==> src/rtl/vu_pkg.sv <==
// Shared widths, display helpers and per-channel state record for the VU meter.
// State fields are sized for up to 255 LEDs and 65536-sample hold/decay windows.
package vu_pkg;

  localparam int VU_LVL_MAX_W = 8;
  localparam int VU_CNT_MAX_W = 16;

  function automatic int vu_lvl_w(input int num_led);
    return $clog2(num_led + 1);
  endfunction

  function automatic int vu_ch_w(input int num_ch);
    return (num_ch > 1) ? $clog2(num_ch) : 1;
  endfunction

  // Bar segment idx is lit when the level reaches past it.
  function automatic logic thermometer(input int unsigned level, input int unsigned idx);
    return idx < level;
  endfunction

  function automatic logic dot(input int unsigned level, input int unsigned idx);
    return (level != 0) && (idx == level - 1);
  endfunction

  typedef struct packed {
    logic [VU_LVL_MAX_W-1:0] bar;
    logic [VU_LVL_MAX_W-1:0] peak;
    logic [VU_CNT_MAX_W-1:0] dcnt;
    logic [VU_CNT_MAX_W-1:0] hcnt;
    logic                    clip;
  } vu_ch_st_t;

endpackage

==> src/rtl/vu_level_quant.sv <==
// Combinational quantiser: counts thresholds base + k*step that the sample reaches.
// Thresholds run in DATA_W+LVL_W bits so a large base/step never wraps back into range.
module vu_level_quant
  import vu_pkg::*;
#(
  parameter int DATA_W  = 12,
  parameter int NUM_LED = 8,
  parameter int LVL_W   = vu_lvl_w(NUM_LED)
) (
  input  logic [DATA_W-1:0] sample,
  input  logic [DATA_W-1:0] base,
  input  logic [DATA_W-1:0] step,
  output logic [LVL_W-1:0]  lvl
);

  localparam int THR_W = DATA_W + LVL_W;

  logic [THR_W-1:0] thr;
  logic [THR_W-1:0] smp_x;

  assign smp_x = {{LVL_W{1'b0}}, sample};

  always_comb begin
    thr = {{LVL_W{1'b0}}, base};
    lvl = '0;
    for (int k = 0; k < NUM_LED; k++) begin
      if (smp_x >= thr) begin
        lvl = lvl + LVL_W'(1);
      end
      thr = thr + {{LVL_W{1'b0}}, step};
    end
  end

endmodule

==> src/rtl/vu_meter_ph.sv <==
// Multi-channel VU meter: bar decay, peak-hold dot, sticky clip; strobe-to-led 3 cycles, disp_ch-to-led 1.
// No backpressure: accepts a strobe every cycle, out-of-range channels are dropped at stage 1.
module vu_meter_ph
  import vu_pkg::*;
#(
  parameter  int DATA_W        = 12,
  parameter  int NUM_LED       = 8,
  parameter  int NUM_CH        = 2,
  parameter  int HOLD_SAMPLES  = 256,
  parameter  int DECAY_SAMPLES = 32,
  localparam int LVL_W         = vu_lvl_w(NUM_LED),
  localparam int CH_W          = vu_ch_w(NUM_CH)
) (
  input  logic               clk,
  input  logic               reset,
  input  logic               sample_valid,
  input  logic [DATA_W-1:0]  sample,
  input  logic [CH_W-1:0]    sample_ch,
  input  logic [DATA_W-1:0]  base,
  input  logic [DATA_W-1:0]  step,
  input  logic [CH_W-1:0]    disp_ch,
  input  logic               clip_clr,
  output logic [NUM_LED-1:0] led,
  output logic [NUM_CH-1:0]  clip
);

  localparam logic [VU_CNT_MAX_W-1:0] DCNT_LAST = VU_CNT_MAX_W'(DECAY_SAMPLES - 1);
  localparam logic [VU_CNT_MAX_W-1:0] HCNT_LAST = VU_CNT_MAX_W'(HOLD_SAMPLES - 1);
  localparam logic [VU_CNT_MAX_W-1:0] CNT_ONE   = VU_CNT_MAX_W'(1);
  localparam logic [VU_LVL_MAX_W-1:0] LVL_ONE   = VU_LVL_MAX_W'(1);

  logic [LVL_W-1:0]        q_lvl;
  logic                    s1_vld;
  logic                    s1_hit;
  logic [CH_W-1:0]         s1_ch;
  logic [LVL_W-1:0]        s1_lvl;
  logic [VU_LVL_MAX_W-1:0] lvl_x;
  vu_ch_st_t               st_q [NUM_CH];
  vu_ch_st_t               st_d [NUM_CH];
  logic [NUM_LED-1:0]      led_d;

  vu_level_quant #(
    .DATA_W  (DATA_W),
    .NUM_LED (NUM_LED),
    .LVL_W   (LVL_W)
  ) u_quant (
    .sample (sample),
    .base   (base),
    .step   (step),
    .lvl    (q_lvl)
  );

  always_ff @(posedge clk or negedge reset) begin
    if (!reset) begin
      s1_vld <= 1'b0;
      s1_hit <= 1'b0;
      s1_ch  <= '0;
      s1_lvl <= '0;
    end else begin
      s1_vld <= sample_valid && (32'(sample_ch) < 32'(NUM_CH));
      s1_hit <= &sample;
      s1_ch  <= sample_ch;
      s1_lvl <= q_lvl;
    end
  end

  assign lvl_x = VU_LVL_MAX_W'(s1_lvl);

  // Only this stage reads and writes channel state, so back-to-back samples need no bypass.
  always_comb begin
    for (int c = 0; c < NUM_CH; c++) begin
      st_d[c]      = st_q[c];
      st_d[c].clip = st_q[c].clip & ~clip_clr;
      if (s1_vld && (s1_ch == CH_W'(c))) begin
        if (lvl_x >= st_q[c].bar) begin
          st_d[c].bar  = lvl_x;
          st_d[c].dcnt = '0;
        end else if (st_q[c].dcnt == DCNT_LAST) begin
          st_d[c].bar  = st_q[c].bar - LVL_ONE;
          st_d[c].dcnt = '0;
        end else begin
          st_d[c].dcnt = st_q[c].dcnt + CNT_ONE;
        end

        // A expired hold drops the dot onto the bar as updated by this same sample.
        if (lvl_x >= st_q[c].peak) begin
          st_d[c].peak = lvl_x;
          st_d[c].hcnt = '0;
        end else if (st_q[c].hcnt == HCNT_LAST) begin
          st_d[c].peak = st_d[c].bar;
          st_d[c].hcnt = '0;
        end else begin
          st_d[c].hcnt = st_q[c].hcnt + CNT_ONE;
        end

        if (s1_hit) begin
          st_d[c].clip = 1'b1;
        end
      end
    end
  end

  always_ff @(posedge clk or negedge reset) begin
    if (!reset) begin
      for (int c = 0; c < NUM_CH; c++) begin
        st_q[c] <= '0;
      end
    end else begin
      for (int c = 0; c < NUM_CH; c++) begin
        st_q[c] <= st_d[c];
      end
    end
  end

  always_comb begin
    led_d = '0;
    for (int c = 0; c < NUM_CH; c++) begin
      if (disp_ch == CH_W'(c)) begin
        for (int i = 0; i < NUM_LED; i++) begin
          led_d[i] = thermometer(32'(st_q[c].bar), i) | dot(32'(st_q[c].peak), i);
        end
      end
    end
  end

  always_ff @(posedge clk or negedge reset) begin
    if (!reset) begin
      led <= '0;
    end else begin
      led <= led_d;
    end
  end

  always_comb begin
    for (int c = 0; c < NUM_CH; c++) begin
      clip[c] = st_q[c].clip;
    end
  end

endmodule

==> config.mk <==
export PLATFORM = sky130hd
export DESIGN_NAME = vu_meter_ph
export DESIGN_NICKNAME = d
export VERILOG_FILES = /design/src/rtl/vu_pkg.sv /design/src/rtl/vu_level_quant.sv /design/src/rtl/vu_meter_ph.sv
export SDC_FILE = /design/constraint.sdc
export NUM_CORES = 1
export LEC_CHECK = 0
export CORE_MARGIN = 10
export CORE_UTILIZATION = 63
export DETAILED_ROUTE_END_ITERATION = 7
export PLACE_DENSITY = 0.86
export SYNTH_ARGS = -nofsm -noshare
export SYNTH_HDL_FRONTEND = slang
export SYNTH_SLANG_ARGS = --single-unit
==> constraint.sdc <==
create_clock -name clk -period 2.6 [get_ports clk]
set_input_delay 0.26 -clock clk [delete_from_list [all_inputs] [get_ports clk]]
set_output_delay 0.26 -clock clk [all_outputs]
set_load 0.03 [all_outputs]
==> results.json, run 1 <==
{
  "status": "stopped before the end",
  "haltStage": "5_1_grt",
  "firstError": "[ERROR GRT-0232] Routing congestion too high. Check the congestion heatmap in the GUI.",
  "clock_path_buffers": 2,
  "gp_congestion": 0.9110,
  "cts_sinks": 113,
  "cts_max_level": 4,
  "initial_core_util_pct": 64.49,
  "grt_max_degree": 45,
  "synthTopCellsByArea": "dfrtp_1, ha_1, xnor2_1",
  "synthXorXnorAreaFrac_pct": 10.22,
  "die_height_um": 161.8,
  "io_buffers": 51,
  "clock-root-buffer": "clkbuf_16",
  "numPlacedInstances": 2111,
  "numCtsBuffers": 17,
  "synthArstFlopShare_pct": 100.0,
  "synth_cell_types": 80,
  "syn_inst": 1530,
  "yosys.area_share.simple_pct": 19.21,
  "rows": 51,
  "dp_slack_ns": -6.295,
  "synth_top_family_by_area": "adder cells",
  "fp.dieW_um": 161.8,
  "grtUsageTotal_pct": 74.60,
  "worstEpCategory": "register data pin",
  "synth_area_um2": 12670,
  "gr-total-overflow": 332,
  "synth-edff-count": 0,
  "dpl_cell_area_um2": 15750,
  "muxShareOfSynthArea_pct": 0.9970,
  "num_io_pins": 52,
  "yosysTopAreaCell": "dfrtp_1",
  "syn_nets": 1795,
  "syn_avg_cell_area_um2": 8.284,
  "ys_ff_latch": 113,
  "yosys.area_share.adder_pct": 22.43,
  "synth_top_area_share_pct": 22.31,
  "ys_warn_count": 0,
  "ys_seq_area_share_pct": 22.31,
  "synthFlopType": "dfrtp_1",
  "synth_compound_area_share_pct": 20.25,
  "postGrtWorstEndpoint": "s1_lvl[3]$_DFF_PN0_/D",
  "dp_hpwl_um": 27600
}
cell usage after synthesis, drive strengths merged (5+ instances only):
master and number:
o21bai 8, mux2 5, and2 9, xnor2 79, a211oi 10, a21oi 110, nand2b 43, nor2b 20
or4 6, fa 7, mux2i 7, o21ai 107, or3 10, o31a 5, nand2 134, dfrtp 113
and3 18, nor2 117, o31ai 10, xor2 58, nor3 26, o21a 19, ha 216, nand3 37
inv 131, clkbuf 20, a21o 58, o22ai 11, nand4 28, o211ai 9, or2 10, nor4b 5
nor4 16, a31oi 11
metal layers:
metal  GRT usage [%]  overflow
met3           65.80         9
met1           71.43         8
met2           87.94       205
met4           77.92       106
met5           27.22         4
through the flow:
stage / TNS [ns] / utilization [%]
CTS: -20.80 / 87.77
detailed placement: -24.90 / 80.12
global placement: -23.22 / 80.12
floorplan: -20.18 / -
timing repair:
action / CTS
endpoints found under the setup margin: 19
hold buffers: 1
buffers inserted: 51
resized for setup: 115
pin swaps: 97
hold endpoints to repair: 38
cell families after synthesis:
logic type / count (synthesis)
xor gates and xnor gates: 139
buffers and inverters: 153
DFF: 113
muxes: 12
and+or+nand+nor: 489
adders and majority gates: 223
AOI/OAI and AO/OA: 401
==> run 2, diff against run 1 <==
- CORE_UTILIZATION: 63 -> 40
- PLACE_DENSITY: 0.86 -> default
- PLACE_DENSITY_LB_ADDON: default -> 0.15
==> run 2 against run 1 <==
Net effect:
- the flow now finishes, with violations (setup timing)
- synthesized cell count unchanged
- synthesized area unchanged
==> results.json, run 2 <==
{
  "synth_compound_area_share_pct": 20.25,
  "grt_max_degree": 66,
  "num_io_pins": 52,
  "critPathRequiredTime_ns": 2.94,
  "clock-root-buffer": "clkbuf_16",
  "violations": "setup timing",
  "die_area_um2": 39210,
  "avgViaCountPerCell": 5.170,
  "grtUsageTotal_pct": 17.24,
  "rr_worst_depth": 8,
  "die_height_um": 198.0,
  "initial_core_util_pct": 40.37,
  "drv_slew": 0,
  "rsz0062_at_grt": "true",
  "path_max_fanout": 4,
  "clock_latency_ns": 0.42,
  "yosys.area_share.simple_pct": 19.21,
  "synth_commonest_cells": "ha_1, nand2_1, inv_1, nor2_1, dfrtp_1",
  "skew_ns": 0.01059,
  "min_path_type": "in2reg",
  "num_vias": 12253,
  "grt_pass1_wl_um": 56980,
  "muxShareOfSynthArea_pct": 0.9970,
  "io_buffers": 51,
  "wl_per_cell_um": 14.26,
  "layout_commonest_cell": "buf_4",
  "ys_seq_area_share_pct": 22.31,
  "numCtsBuffers": 17,
  "syn2layout_area_growth_pct": 42.19,
  "core_region_area_um2": 31390,
  "dpl_cell_area_um2": 16160,
  "fp.dieW_um": 198.0,
  "drc": 0,
  "dp_hpwl_um": 26440,
  "synth_top_family_by_area": "adder cells",
  "antennaDiodeCount": 0,
  "yosys.area_share.adder_pct": 22.43,
  "setup_slack_ns": -5.270,
  "regMostFlops": "st_q",
  "max_cap_viol_count": 0,
  "synthTopCellsByArea": "dfrtp_1, ha_1, xnor2_1",
  "setup_viol": 4,
  "finish.instance_area_um2": 18020,
  "drt_pass1_iterations": 5,
  "antenna_found_initial": 0,
  "clock_path_buffers": 2,
  "min_path_cells": 1,
  "synthFlopType": "dfrtp_1",
  "gp_congestion": 0.8626,
  "grt_pass1_vias": 12340,
  "slowest_stage": "or3_4",
  "cpPeakStageDelay_ns": 0.35,
  "max_freq_ghz": 0.1271,
  "mostFrequentLayoutCells": "buf_4, ha_1, nand2_1",
  "period_minus_slack_ns": 7.870,
  "gr-total-overflow": 0,
  "syn_inst": 1530,
  "drive_gt1_share_pct": 29.37,
  "crit_type": "in2reg",
  "status": "complete, but fails checks",
  "ant_nets": 0,
  "slew_headroom_pct": 46.20,
  "startpoint_type": "input pin",
  "clk_pin_slew_ns": 0.06,
  "yosysTopAreaCell": "dfrtp_1",
  "synth_top_area_share_pct": 22.31,
  "syn_nets": 1795,
  "syn_avg_cell_area_um2": 8.284,
  "synth-edff-count": 0,
  "synth_area_um2": 12670,
  "fin_nets": 2220,
  "timing.setup.tns_ns": -20.65,
  "hold_violations": 0,
  "cts_max_level": 4,
  "routed_wirelength_um": 33800,
  "arrival_ns": 8.21,
  "ys_warn_count": 0,
  "rows": 65,
  "post-synth-top-count-cell": "ha_1",
  "drtIter0Drc": 491,
  "finalCritPeriodShare_pct": 302.7,
  "cp-end-kind": "flip-flop",
  "synthArstFlopShare_pct": 100.0,
  "ys_ff_latch": 113,
  "reg_top3": "st_q: 96 flops, led: 8 flops, s1_lvl: 4 flops",
  "largest_reg_flops": 96,
  "cts_sinks": 113,
  "tightest_slew_ns": 0.8008,
  "synth_cell_types": 80,
  "cts_tree": "done",
  "synthXorXnorAreaFrac_pct": 10.22
}
run 2: cell counts after synthesis:
No cell type changed its count.
run 2: path summary, 6_finish.rpt:
kind                              start         to  slack (ns)
setup / recovery                base[0]  s1_lvl[3]       -5.27
hold / removal             sample_valid     s1_vld        0.29
setup reg to reg               st_q[42]   st_q[21]        0.24
hold reg to reg                st_q[89]   st_q[89]        0.47
max in group asynchronous         reset   st_q[51]        1.59
min in group asynchronous         reset   st_q[22]        0.32
run 2: area by class of cell:
cell class,instances,area [um2]
sequential,113,2828
fill,2862,13370
tap,402,503.0
clock buffer,19,452.9
timing repair buffer,428,3386
inverter,131,498.0
clock inverter,13,160.2
multi-input combinational,1264,10190
run 2: cell families after synthesis:
kind of cell             Yosys count
buffers and inverters            153
AO/OA/AOI/OAI                    401
AND/OR/NAND/NOR                  489
multiplexers                      12
adder cells (fa/ha/maj)          223
flip-flops                       113
XOR/XNOR                         139
run 2: metrics by stage:
stage	std cells	utilization, %	setup slack (ns)	hold WS [ns]
final	2370	57.41	-5.270	0.2873
after global routing	2370	57.41	-5.709	0.2785
after CTS	2356	55.36	-5.285	0.2770
after detailed placement	2280	51.47	-6.211	0.2290
after global placement	2280	51.47	-6.022	0.2272
after floorplan	1530	-	-5.208	-0.03559
run 2: critical path: cells and delay by family:
kind | cells | cell delay [ns]
compound gates | 15 | 2.59
fa+ha+maj | 9 | 2.51
simple gates | 12 | 1.34
xor+xnor | 7 | 1.14
buf+inv | 4 | 0.34
run 2: routing by layer:
| layer | share of wire (%) | track usage, % | vias up |
|---|---|---|---|
| li1 | - | - | 6304 |
| met4 | 1.7 | 4.043 | 0 |
| met2 | 50 | 31.52 | 159 |
| met1 | 46 | 21.06 | 5752 |
| met3 | 2.4 | 1.935 | 38 |
| met5 | 0 | 0 | - |
run 2: timing repair:
| action | in CTS | in global routing |
|---|---|---|
| endpoints found under the hold margin | 27 | 0 |
| pin swaps | 78 | 76 |
| gates resized for setup | 76 | 90 |
| buffers inserted | 43 | 16 |
| endpoints found under the setup margin | 7 | 12 |
| hold buffers | 1 | 0 |
Power of run 2 is not shown: default switching activity piles up to over one toggle a cycle in this logic, so the estimate is an artifact.
==> run 3, diff against run 2 <==
- PLACE_DENSITY_LB_ADDON: 0.15 -> default
==> run 3 against run 2 <==
Net effect:
- the run still ends with setup timing left
- count of clock-buffer cells in the layout grew 3
- setup slack lost 0.013 ns
- via count grew 0.73%
- critical path type unchanged
- clock skew shrank 0.0012 ns
- highest routed layer unchanged
- critical path depth shrank 2
==> results.json, run 3 (synthesis gave the netlist of run 2 again) <==
{
  "drt_pass1_iterations": 5,
  "gp_congestion": 0.8868,
  "drv_slew": 0,
  "num_vias": 12343,
  "fp.dieW_um": 198.0,
  "rr_worst_depth": 10,
  "antennaDiodeCount": 0,
  "path_max_fanout": 4,
  "drive_gt1_share_pct": 29.85,
  "clock_path_buffers": 2,
  "cts_max_level": 4,
  "numPlacedInstances": 2257,
  "tightest_slew_ns": 0.7245,
  "wl_met2_um": 17540,
  "skew_ns": 0.009426,
  "cts_sinks": 113,
  "fin_nets": 2202,
  "layout_commonest_cell": "buf_4",
  "crit_type": "in2reg",
  "hold_violations": 0,
  "grtUsageTotal_pct": 17.16,
  "finalCritPeriodShare_pct": 303.2,
  "numCtsBuffers": 17,
  "drc": 0,
  "ant_nets": 0,
  "gr-total-overflow": 0,
  "dp_slack_ns": -6.233,
  "final_util_pct": 57.74,
  "clock-root-buffer": "clkbuf_16",
  "top_signal_layer_used": "met4",
  "drtIter0Drc": 552,
  "regMostFlops": "st_q",
  "dp_hpwl_um": 26230,
  "routed_wirelength_um": 34540,
  "syn2layout_area_growth_pct": 43.00,
  "violations": "setup timing",
  "critPathRequiredTime_ns": 2.90,
  "cts_tree": "done",
  "die_area_um2": 39210,
  "grt_max_degree": 49,
  "max_cap_viol_count": 0,
  "status": "complete, but fails checks",
  "slew_headroom_pct": 51.44,
  "period_minus_slack_ns": 7.883,
  "slowest_stage": "fa_2",
  "wl_met1_um": 15350,
  "whs_ns": 0.2804,
  "initial_core_util_pct": 40.37,
  "clk_pin_slew_ns": 0.05,
  "rows": 65,
  "arrival_ns": 8.18,
  "mostFrequentLayoutCells": "buf_4, ha_1, nand2_1",
  "clock_latency_ns": 0.42,
  "io_buffers": 51,
  "fillCellCount": 2731,
  "layout.cells.non_filler": 2352,
  "setup_viol": 4,
  "cp-end-kind": "flip-flop",
  "core_region_area_um2": 31390,
  "wl_per_cell_um": 14.69,
  "die_height_um": 198.0,
  "dr_wl_met3_um": 892,
  "grt_pass1_wl_um": 56140,
  "setup_slack_ns": -5.283,
  "avgViaCountPerCell": 5.248,
  "largest_reg_flops": 96,
  "startpoint_type": "input pin",
  "reg_top3": "st_q: 96 flops, led: 8 flops, s1_lvl: 4 flops",
  "max_freq_ghz": 0.1268,
  "antenna_found_initial": 0,
  "num_io_pins": 52,
  "min_path_type": "in2reg",
  "rsz0062_at_grt": "true",
  "cpPeakStageDelay_ns": 0.55,
  "grt_pass1_vias": 12211,
  "min_path_cells": 1
}
-- run 3: cell count changes in the layout (fill, tap and decap cells not counted), moves of 5 or more --
| cell | previous run | this run |
|---|---|---|
| xnor2_2 | 19 | 26 |
| ha_1 | 194 | 184 |
| ha_4 | 20 | 25 |
| a21oi_1 | 89 | 84 |
| ha_2 | 2 | 7 |
| xnor2_1 | 57 | 50 |
| buf_4 | 370 | 350 |
| xor2_1 | 48 | 43 |
-- run 3: path summary, 6_finish.rpt --
kind	slack, ns	startpoint	to
worst max-delay path	-5.28	base[0]	s1_lvl[3]
worst min-delay path	0.28	sample_ch	s1_ch
worst max register to register	0.20	st_q[91]	st_q[81]
worst min register to register	0.47	st_q[88]	st_q[88]
max in group asynchronous	1.47	reset	led[1]
min in group asynchronous	0.37	reset	st_q[11]
-- run 3: critical path, delay by kind of cell --
| kind | cells | cell delay [ns] |
|---|---|---|
| xor+xnor | 5 | 0.90 |
| buf+inv | 5 | 0.33 |
| fa+ha+maj | 9 | 2.86 |
| compound gates | 14 | 2.27 |
| simple gates | 12 | 1.55 |
-- run 3: area by class of cell --
type | count | area [um2] | share of cell area, %
Clock buffer | 22 | 464.2 | 2.561
Clock inverter | 10 | 157.7 | 0.8698
Inverter | 131 | 498.0 | 2.747
Multi-Input combinational cell | 1264 | 10420 | 57.46
Sequential cell | 113 | 2828 | 15.60
Tap cell | 402 | 503.0 | 2.775
Timing Repair Buffer | 410 | 3259 | 17.98
-- run 3: routing by layer --
layer	global-route usage [%]	up-vias
met5	0	-
li1	-	6264
met1	20.44	5829
met3	2.054	62
met2	31.27	188
met4	5.438	0
-- run 3: metrics by stage --
| stage | area (um2) | setup TNS (ns) |
|---|---|---|
| finish | 18120 | -20.90 |
| detailed placement | 15990 | -24.43 |
| global route | 18120 | -22.53 |
| CTS | 17190 | -20.57 |
| floorplan | 12830 | -20.18 |
| global placement | 15990 | -23.64 |
-- run 3: what timing repair did --
item	4_1_cts	5_1_grt
gates resized for setup	75	124
setup endpoints to repair	9	26
hold buffers	1	0
endpoints found under the hold margin	39	0
setup buffers	38	29
pin swaps	53	107
Power of run 3 is left out for the same reason.
